## src/rtl/convertidor_binario_bcd.sv

```systemverilog
// -----------------------------------------------------------------------------
// convertidor_binario_bcd
//
// Sequential binary-to-BCD converter (shift-and-add-3, one input bit per
// clock). It produces four registered BCD digits for the 7-segment display
// path. A conversion starts with a start/done handshake, and the result is
// held until the next conversion completes.
//
// Handshake: `inicio` is sampled on a rising edge and is acted on only while
// idle (`ocupado`=0). `binario` is captured on that same edge. Requests made
// while `ocupado`=1 are dropped and are not queued. `listo` pulses for one
// cycle, in the same cycle that the new digits first become visible.
//
// Optional feature: define BLANCO_CEROS_EN to enable leading-zero blanking.
// Blanked digits show 4'b1111 (all segments off). `unidades` is never blanked.
//
// Parameters:
//   ANCHO     width of the binary input (4..14)
// Ports:
//   clk       system clock, rising edge
//   rst_n     synchronous active-low reset
//   inicio    start request
//   binario   unsigned value to convert
//   ocupado   conversion in progress (CONVIERTE or FIN)
//   listo     one-cycle pulse: new digits valid
//   desborde  latched input was above 9999 (held with digits)
//   unidades, decenas, centenas, millares   registered BCD digits
// -----------------------------------------------------------------------------
module convertidor_binario_bcd #(
    parameter int ANCHO = 14
) (
    input  logic             clk,
    input  logic             rst_n,
    input  logic             inicio,
    input  logic [ANCHO-1:0] binario,
    output logic             ocupado,
    output logic             listo,
    output logic             desborde,
    output logic [3:0]       unidades,
    output logic [3:0]       decenas,
    output logic [3:0]       centenas,
    output logic [3:0]       millares
);

    localparam int SW = 16 + ANCHO;          // 16 BCD bits above the binary bits
    localparam int CW = $clog2(ANCHO + 1);

`ifdef BLANCO_CEROS_EN
    localparam logic [3:0] RST_MIL = 4'hF;
    localparam logic [3:0] RST_CEN = 4'hF;
    localparam logic [3:0] RST_DEC = 4'hF;
`else
    localparam logic [3:0] RST_MIL = 4'h0;
    localparam logic [3:0] RST_CEN = 4'h0;
    localparam logic [3:0] RST_DEC = 4'h0;
`endif

    typedef enum logic [1:0] {
        REPOSO    = 2'd0,
        CONVIERTE = 2'd1,
        FIN       = 2'd2
    } estado_t;

    estado_t          estado_q, estado_d;
    logic [SW-1:0]    sr_q, sr_d;
    logic [CW-1:0]    cnt_q, cnt_d;
    logic             ovf_q, ovf_d;
    logic [3:0]       uni_q, uni_d;
    logic [3:0]       dec_q, dec_d;
    logic [3:0]       cen_q, cen_d;
    logic [3:0]       mil_q, mil_d;
    logic             desb_q, desb_d;

    // Datapath for one conversion step: add 3 to each BCD nibble >= 5,
    // then shift the whole register left by one bit.
    logic [SW-1:0]    sr_aj;
    logic [SW-1:0]    sr_desp;
    logic [3:0]       bcd_mil, bcd_cen, bcd_dec, bcd_uni;

    always_comb begin
        sr_aj = sr_q;
        for (int i = 0; i < 4; i++) begin
            if (sr_q[ANCHO + 4*i +: 4] >= 4'd5) begin
                sr_aj[ANCHO + 4*i +: 4] = sr_q[ANCHO + 4*i +: 4] + 4'd3;
            end
        end
        sr_desp = {sr_aj[SW-2:0], 1'b0};
        bcd_mil = sr_desp[SW-1  -: 4];
        bcd_cen = sr_desp[SW-5  -: 4];
        bcd_dec = sr_desp[SW-9  -: 4];
        bcd_uni = sr_desp[SW-13 -: 4];
    end

    // Next-state and output-register logic.
    // The digit registers load on the final shift edge, which is the edge
    // that enters FIN. This makes the new digits visible during the same
    // cycle that `listo` is high.
    always_comb begin
        estado_d = estado_q;
        sr_d     = sr_q;
        cnt_d    = cnt_q;
        ovf_d    = ovf_q;
        uni_d    = uni_q;
        dec_d    = dec_q;
        cen_d    = cen_q;
        mil_d    = mil_q;
        desb_d   = desb_q;

        case (estado_q)
            REPOSO: begin
                if (inicio) begin
                    sr_d     = {16'b0, binario};
                    cnt_d    = CW'(ANCHO);
                    ovf_d    = (32'(binario) > 32'd9999);
                    estado_d = CONVIERTE;
                end
            end
            CONVIERTE: begin
                sr_d  = sr_desp;
                cnt_d = cnt_q - CW'(1);
                if (cnt_q == CW'(1)) begin
                    estado_d = FIN;
                    if (ovf_q) begin
                        // Overflow saturates to 9999. The shift register's own
                        // carry-out beyond 16 BCD bits is meaningless and is ignored.
                        mil_d  = 4'd9;
                        cen_d  = 4'd9;
                        dec_d  = 4'd9;
                        uni_d  = 4'd9;
                        desb_d = 1'b1;
                    end else begin
                        mil_d  = bcd_mil;
                        cen_d  = bcd_cen;
                        dec_d  = bcd_dec;
                        uni_d  = bcd_uni;
                        desb_d = 1'b0;
`ifdef BLANCO_CEROS_EN
                        // Blank from the top down, stopping at the first nonzero digit.
                        if (bcd_mil == 4'd0) begin
                            mil_d = 4'hF;
                            if (bcd_cen == 4'd0) begin
                                cen_d = 4'hF;
                                if (bcd_dec == 4'd0) begin
                                    dec_d = 4'hF;
                                end
                            end
                        end
`endif
                    end
                end
            end
            FIN: begin
                estado_d = REPOSO;
            end
            default: begin
                estado_d = REPOSO;
            end
        endcase
    end

    always_ff @(posedge clk) begin
        if (!rst_n) begin
            estado_q <= REPOSO;
            sr_q     <= '0;
            cnt_q    <= '0;
            ovf_q    <= 1'b0;
            uni_q    <= 4'h0;
            dec_q    <= RST_DEC;
            cen_q    <= RST_CEN;
            mil_q    <= RST_MIL;
            desb_q   <= 1'b0;
        end else begin
            estado_q <= estado_d;
            sr_q     <= sr_d;
            cnt_q    <= cnt_d;
            ovf_q    <= ovf_d;
            uni_q    <= uni_d;
            dec_q    <= dec_d;
            cen_q    <= cen_d;
            mil_q    <= mil_d;
            desb_q   <= desb_d;
        end
    end

    assign ocupado  = (estado_q != REPOSO);
    assign listo    = (estado_q == FIN);
    assign desborde = desb_q;
    assign unidades = uni_q;
    assign decenas  = dec_q;
    assign centenas = cen_q;
    assign millares = mil_q;

endmodule

```

## config.mk

```make
export PLATFORM = sky130hd
export DESIGN_NAME = convertidor_binario_bcd
export DESIGN_NICKNAME = d
export VERILOG_FILES = /design/src/rtl/convertidor_binario_bcd.sv
export SDC_FILE = /design/constraint.sdc
export NUM_CORES = 1
export LEC_CHECK = 0
export CAP_MARGIN = 15
export CORE_ASPECT_RATIO = 2
export CORE_UTILIZATION = 53
export CTS_CLUSTER_DIAMETER = 40
export DETAILED_ROUTE_END_ITERATION = 8
export PLACE_DENSITY = 0.78
export SLEW_MARGIN = 0
export SYNTH_ARGS = -nofsm -noshare
export SYNTH_HDL_FRONTEND = slang
export SYNTH_SLANG_ARGS = --single-unit
```

## constraint.sdc

```tcl
create_clock -name clk -period 2 [get_ports clk]
set_input_delay 0.5 -clock clk [delete_from_list [all_inputs] [get_ports clk]]
set_output_delay 0.5 -clock clk [all_outputs]
set_load 0.01 [all_outputs]
```

Yosys cells after proc, flatten, opt, wreduce, memory -nomap -nowiden
Index checks and enable logic that the tools add are counted.
- input bits: 17
- logic and storage cells: 47
- flip-flop bits (word level): 54
- output and inout bits: 19
- reduce and logical (&&, ||, !) cells: 7
- mux-type cells: 16
- $add $sub $neg: 5
- equal/unequal tests: 5
- order comparisons: 5
- operators by type and width (kind ; count):
    30-bit case mux with 2 select lines ; 1
    4-bit 2-to-1 mux ; 8
    30-bit 2-to-1 mux ; 1
    4-bit by 3-bit greater-or-equal comparator with 1-bit output, second input constant ; 4
    14-bit greater-than comparator, second input constant ; 1
    4-bit by 2-bit adder with 4-bit output, second input constant ; 3
    4-bit case mux with 2 select lines ; 1
    2-bit AND reduction ; 4
    4-bit by 1-bit equality test with 1-bit output, second input constant ; 1
    2-bit 2-to-1 mux ; 2
    2-bit inequality test, second input constant ; 2
    2-bit case mux with 2 select lines ; 1
    2-bit nonzero test ; 2
    4-bit by 1-bit subtractor with 4-bit output, second input constant ; 1
    3-bit by 2-bit adder with 3-bit output, second input constant ; 1
    3-bit 2-to-1 mux ; 1
    2-bit by 1-bit equality test with 1-bit output, second input constant ; 1
    2-bit equality test, second input constant ; 1
    2-bit logical NOT ; 1
    1-bit 2-to-1 mux ; 1

Logic depth before layout (Yosys ltp)
Gate-level depths: netlist (run 1).
- word-level depth: 3
- gate-level depth with buffers: 7
- gate-level depth less buffers: 6

Worst setup path after synthesis (run 1)
Ideal clock, no wire load.
- kind: input to register
- start point: input port rst_n
- end point: register sr_q[19]
- required time: 1941 ps
- data arrival time: 1417 ps
- library setup time: 59 ps
- path buffers: 2
- stages on the path: 5
- slack: 524 ps
- cell sequence: buf_2 > clkinv_1 > nor2_2 > buf_2 > a22o_1
- RTL lines (item ; RTL line ; RTL):
    from (decl) ; 33 ; input logic rst_n,
    to (signal assigned) ; 174 ; sr_q <= sr_d;
    to (decl) ; 65 ; logic [SW-1:0] sr_q, sr_d;

Final worst setup path (run 1)
- start point: register estado_q[1]
- end point: output port listo
- longest elaborated chain between the ends: 1
- RTL lines (item ; RTL line ; RTL):
    from (decl) ; 64 ; estado_t estado_q, estado_d;
    from (signal assigned) ; 173 ; estado_q <= estado_d;
    2-bit equality test ; 186 ; assign listo = (estado_q == FIN);
    to (decl) ; 37 ; output logic listo,
No other way between the ends.

==> impl_results.md, run 1 <==
* Vias per cell at 5.73
* Via count at 2,093
* P_leak at between 1 and 1.5 nW
* Post-Place Cell Area at 2870 µm²
* Post-synthesis simple-gate area fraction at 17.3%
* R2R Path End: centenas[0]
* Vias in the first global route at 2,058
* I/O pin count at 36
* Worst path required time at 1.50 ns
* Synth Area in Adders at 5.22%
* Cell internal pwr at between 1.5 and 2 mW
* WS Path Type: flip-flop to output pin
* Xor and xnor area share after synthesis at 1.46%
* Sw Ratio at 23.5%
* Max Freq at between 0.5 and 0.6 GHz
* Inst Count DP at roughly 360
* Fin Setup TNS at 0 ns
* Flops & latches, synth at 54
* Seq/Total Area, Yosys at 45.1%
* Clock network fraction of total power at 32.9%
* Mux cell area share after synthesis at 2.09%
* Detail Placement HPWL at between 4000 and 5000 µm
* Multi-input gate area at 1190 µm²
* WL final at about 5200 µm
* Die Footprint at between 4000 and 5000 µm²
* Layout cells sized above 1 at 9.97%
* Yosys warning count at 0
* Peak VDD IR at 0.486 mV
* Final Hold Viols at 0
* Status: finished clean
* Die Width at around 50 µm
* Cells after Synth at 267
* Syn Area/Cell at between 8 and 9 µm²
* DIE HEIGHT at 97.1 µm
* Layout area overhead at 24.5%
* Fill cell count at 369
* IO buf count at 35
* Clock tree buffer depth at 2
* # H-tree levels at 2
* Startpoint types: flip-flop
* DR pass1 iterations at 4
* Syn nets at ~300
* PD cells at between 600 and 700 nW/µm²
* Setup ws final at 0.0813 ns
* CP arrival at 1.42 ns
* DP Worst Slack at roughly 0.10 ns
* Final Max Tran Viols at 0
* CTS buffer count at 5
* Final period utilization at about 96%
* CTS Sinks at 54
* Starting Density at around 55%
* Combinational power share at 11.5%
* CTS tree: yes
* Reg2Reg Setup Slack at between 0.3 and 0.4 ns
* Commonest non-fill, non-tap cell in the layout: dfxtp_1
* Total track usage at 23.8%
* Compound-Gate Fraction of Synth Area at 23.4%
* Post-layout min period at 1.92 ns
* Post-route insts no fill at 365
* DRC violations left at 0
* RSZ-0062 raised after global routing: false
* # hold bufs at CTS at 0
* First-pass GRT wire length at 8870 µm
* Worst reg2reg path depth at 5
* Final ANT Viol Nets at 0
* Clk slew on worst S/H paths at 0.09 ns
* NetSw at 0.485 mW
* Crit. End Element: output pin
* Sequential power share at between 50% and 60%
* Crit path to: listo
* Initial antenna violation count at 0
* GRT overflow at 0
* Final instance area at 2980 µm²
* Register Area at 1080 µm²
* Largest net degree at the start of global routing at 30
* Hold Path Class: flip-flop to flip-flop
* Worst clock skew at 0.00664 ns
* Crit Path Max Fanout at 6
* Combinational family with the most area after synthesis: compound AO/OA/AOI/OAI gates
* CTS root buffer: clkbuf_8
* WL/cell at 14.3 µm
* Mapped Area at about 2400 µm²
* Worst-margin pin slew at a little under 0.4 ns
* # nets final at 337
* FP Rows at 34
* Clock insertion delay at the later pin of the skew report at 0.30 ns
* Core footprint at 4340 µm²
* Worst slew margin at around 74%
* Crit path from: estado_q[1]
* Drt initial violations at 33
* Max capacitance violation total at 0
* Yosys cell types at 35
* Number of diodes at 0
* Commonest non-fill, non-tap cells in the layout: 53 x dfxtp_1, 34 x clkdlybuf4s50_1, 32 x nand2_1, 24 x nor2_1, 19 x a21oi_1
* # setup viols final at 0
* GPL Wtd Cong at 0.753
* R2r startpoint: cnt_q[0]
==> metal layers <==
layer	GRT usage, %	wire, µm	part of all wire (%)
met1	23.3	1950	38
met2	45.5	2990	57
met3	3.91	133	2.6
met4	11.2	133	2.6
met5	0	0	0
==> flip-flops by register name, summed over array words and instances, names as in the netlist <==
register / cells
decenas: 4
centenas: 4
millares: 4
estado_q: 2
cnt_q: 4
unidades: 4
desborde: 1
sr_q: 30
ovf_q: 1
==> Yosys cell counts <==
library cell,n,area [µm²]
a21oi_1,19,95.1
a22o_1,9,78.8
a2bb2oi_1,1,8.76
a311oi_1,12,105
a31oi_1,4,25.0
a32o_1,8,80.1
and2_1,2,12.5
and3_1,1,6.26
buf_2,8,40.0
buf_4,3,22.5
clkbuf_1,4,15.0
clkinv_1,1,3.75
dfxtp_1,54,1080
ha_1,10,125
inv_1,13,48.8
mux2i_1,5,50.1
nand2_1,32,120
nand2b_1,5,31.3
nand3_1,3,15.0
nand4_1,1,6.26
nor2_1,24,90.1
nor2_2,2,12.5
nor2_4,1,11.3
nor2b_2,1,8.76
nor3_1,2,10.0
nor3b_1,9,67.6
nor4_1,1,6.26
o211a_1,1,10.0
o21ai_0,16,80.1
o221ai_1,1,8.76
o2bb2ai_1,7,61.3
o31ai_1,1,7.51
or2_2,1,6.26
or3b_4,1,11.3
xnor2_1,4,35.0
==> logic make-up (layout without fill, tap and decap cells) <==
| kind of cell | Yosys count | in the layout |
|---|---|---|
| flops | 54 | 54 |
| compound gates | 79 | 79 |
| simple gates | 86 | 86 |
| fa+ha+maj | 10 | 10 |
| mux | 5 | 5 |
| xor+xnor | 4 | 4 |
| buf+inv | 29 | 73 |
==> stage by stage <==
step	hold slack, ns	util, %	total power, mW
after global placement	0.457	66.1	1.40
after CTS	0.482	68.7	2.08
after floorplan	0.447	-	1.31
after detailed placement	0.469	66.1	1.41
after global routing	0.501	68.8	2.15
final	0.480	68.8	2.06
==> final cells by class <==
type / count / share of cell area (%)
clock buffers: 8 / 3.69
multi-input cells: 184 / 39.7
well taps: 54 / 2.26
flip-flops and latches: 54 / 36.3
repair buffers: 51 / 16.3
inverters: 14 / 1.76
==> worst min path at each step <==
stage / start / endpoint / slack (ns) / cells after the start
2_1_floorplan: sr_q[29] / sr_q[29] / 0.45 / 1
3_3_place_gp: sr_q[11] / sr_q[12] / 0.46 / 2
3_5_place_dp: sr_q[27] / sr_q[27] / 0.47 / 1
4_1_cts: sr_q[8] / sr_q[9] / 0.48 / 2
5_1_grt: desborde / desborde / 0.50 / 2
6_report: sr_q[8] / sr_q[9] / 0.48 / 2
==> worst max-delay path, stage by stage, from the launching register on <==
cell and delay, ns:
dfxtp_2 0.38, inv_1 0.10, nor2_1 0.10, clkdlybuf4s50_1 0.54
==> repair_timing <==
action	4_1_cts	5_1_grt
endpoints found under the setup margin	1	1
gates resized for setup	1	1
buffers inserted	0	0
==> power by group through the flow <==
stage,Sequential [mW],Clock [mW],Combinational [mW]
after floorplan,1.16,0,0.142
after global placement,1.17,0,0.231
after detailed placement,1.17,0,0.238
after CTS,1.15,0.697,0.239
after global routing,1.15,0.738,0.264
final,1.15,0.680,0.237
Power figures use the tool's default switching activity.
==> run 2, diff against run 1 <==
CORE_MARGIN = 2   (was default)
==> impl_results.md, run 2 (synthesized netlist as in run 1, its figures left out) <==
* GRT overflow at 0 (unchanged)
* Peak VDD IR at 0.532 mV (+9.6%)
* Clock insertion delay at the later pin of the skew report at 0.30 ns (about the same)
* GPL Wtd Cong at 0.788 (+4.7%)
* Crit. End Element: output pin
* Largest net degree at the start of global routing at 19 (-37%)
* Core footprint at 4340 µm² (unchanged)
* Crit Path Max Fanout at 5 (-1)
* Initial antenna violation count at 0 (unchanged)
* Max Freq at 0.512 GHz (-1.7%)
* DRC violations left at 0 (unchanged)
* Starting Density at 55.2% (unchanged)
* Fin Setup TNS at 0 ns (unchanged)
* RSZ-0062 raised after global routing: false
* Commonest non-fill, non-tap cells in the layout: 53 x dfxtp_1, 34 x clkdlybuf4s50_1, 32 x nand2_1, 24 x nor2_1, 19 x a21oi_1
* Final ANT Viol Nets at 0 (unchanged)
* Layout cells sized above 1 at 9.65% (-0.32 points)
* Power Total at 1.95 mW (-5.6%)
* Die Width at 51.6 µm (+4.0%)
* Post-CTS Setup Bufs at 0 (unchanged)
* Final Hold Viols at 0 (unchanged)
* Final period utilization at 97.6% (+1.7 points)
* I/O pin count at 36 (unchanged)
* Vias in the first global route at 1,966 (-4.5%)
* Max reg flops at 30 (unchanged)
* Layout area overhead at 23.0%
* Vias per cell at 5.69 (-0.72%)
* WS Path Type: flip-flop to output pin
* Top delay family on crit path: buffers and inverters
* DIE HEIGHT at 99.1 µm (+2.1%)
* First-pass GRT wire length at 8900 µm (+0.32%)
* Worst reg2reg path depth at 5 (unchanged)
* Slowest-stage cell, CP: clkdlybuf4s50_1
* Worst slew margin at 73.0% (-1.2 points)
* Hold path depth at 2 (unchanged)
* Status: finished clean
* # nets final at 338 (+0.30%)
* DR pass1 iterations at 4 (unchanged)
* Die Footprint at 5110 µm² (+6.2%)
* CP arrival at 1.45 ns (+0.03 ns)
* CP peak stage delay at 0.49 ns (-0.05 ns)
* CTS root buffer: clkbuf_8
* WL final at 5230 µm (+0.42%)
* Detail Placement HPWL at 3980 µm (-0.72%)
* IO buf count at 35 (unchanged)
* Clk slew on worst S/H paths at 0.09 ns (about the same)
* Worst path required time at 1.50 ns (about the same)
* Drt initial violations at 32 (-3.0%)
* Max capacitance violation total at 0 (unchanged)
* # H-tree levels at 2 (unchanged)
* Startpoint types: flip-flop
* Via count at 2,078 (-0.72%)
* # setup viols final at 0 (unchanged)
* Number of diodes at 0 (unchanged)
* Worst-margin pin slew at 0.404 ns (+0.0176 ns)
* FP Rows at 34 (unchanged)
* PD cells at 661 nW/µm² (-4.5%)
* Final Max Tran Viols at 0 (unchanged)
* CTS buffer count at 5 (unchanged)
* P_leak at 1.15 nW (-1.2%)
* Cell Chain, Critical Path: or2_2 -> clkdlybuf4s50_1
* Register name with the most flops: sr_q
* WL/cell at 14.3 µm (+0.42%)
* CP bufs+invs at 1 (-1)
* Commonest non-fill, non-tap cell in the layout: dfxtp_1
* Hold Path Class: flip-flop to flip-flop
* Post-layout min period at 1.95 ns (+0.0342 ns)
* Crit path depth at 2 (-1)
* Clock tree buffer depth at 2 (unchanged)
* Total track usage at 22.7% (-1.1 points)
* CTS Sinks at 54 (unchanged)
* Worst clock skew at 0.00572 ns (-0.000924 ns)
* CTS tree: yes
==> run 2: final timing paths <==
check,start,to,slack [ns]
worst max-delay path,estado_q[0],ocupado,0.05
worst min-delay path,desborde,desborde,0.48
worst max register to register,cnt_q[0],millares[0],0.32
worst min register to register,desborde,desborde,0.48
==> run 2: per-stage QoR <==
stage | cell area, µm² | hold WS (ns) | setup WS, ns | cells | utilization [%]
2_1_floorplan | 2400 | 0.447 | 0.524 | 267 | -
3_3_place_gp | 2870 | 0.460 | 0.102 | 358 | 66.0
3_5_place_dp | 2870 | 0.464 | 0.0673 | 358 | 66.0
4_1_cts | 2950 | 0.476 | 0.0337 | 365 | 67.9
5_1_grt | 2950 | 0.494 | 0.00701 | 365 | 68.0
6_report | 2950 | 0.475 | 0.0471 | 365 | 68.0
==> run 2: worst min-delay path, delay by kind of cell (launching register included) <==
family / cells / cell delay, ns
compound gates: 1 / 0.05
simple gates: 1 / 0.06
flops: 1 / 0.33
==> run 2: layout make-up <==
cell class,count,area [µm²]
clock buffers,6,72.6
inverters,14,52.6
well taps,54,67.6
flip-flops and latches,54,1080
fillers,390,1390
clock inverters,1,7.51
multi-input cells,184,1190
repair buffers,52,480
==> run 2: what timing repair did <==
item	in CTS	in global routing
gates resized for setup	1	1
hold buffers	0	0
setup endpoints to repair	1	1
==> run 2: report_power, final <==
part	internal [mW]	switching (mW)
sequential	1.12	0.0304
clock	0.241	0.328
combinational	0.111	0.122
total	1.47	0.480
==> run 2: per-layer routing <==
metal	part of all wire [%]	vias to the layer above	track usage, %
li1	-	1039	-
met1	38	971	23.7
met2	56	58	42.3
met3	3.2	10	3.30
met4	2.4	0	10.3
met5	0	-	0
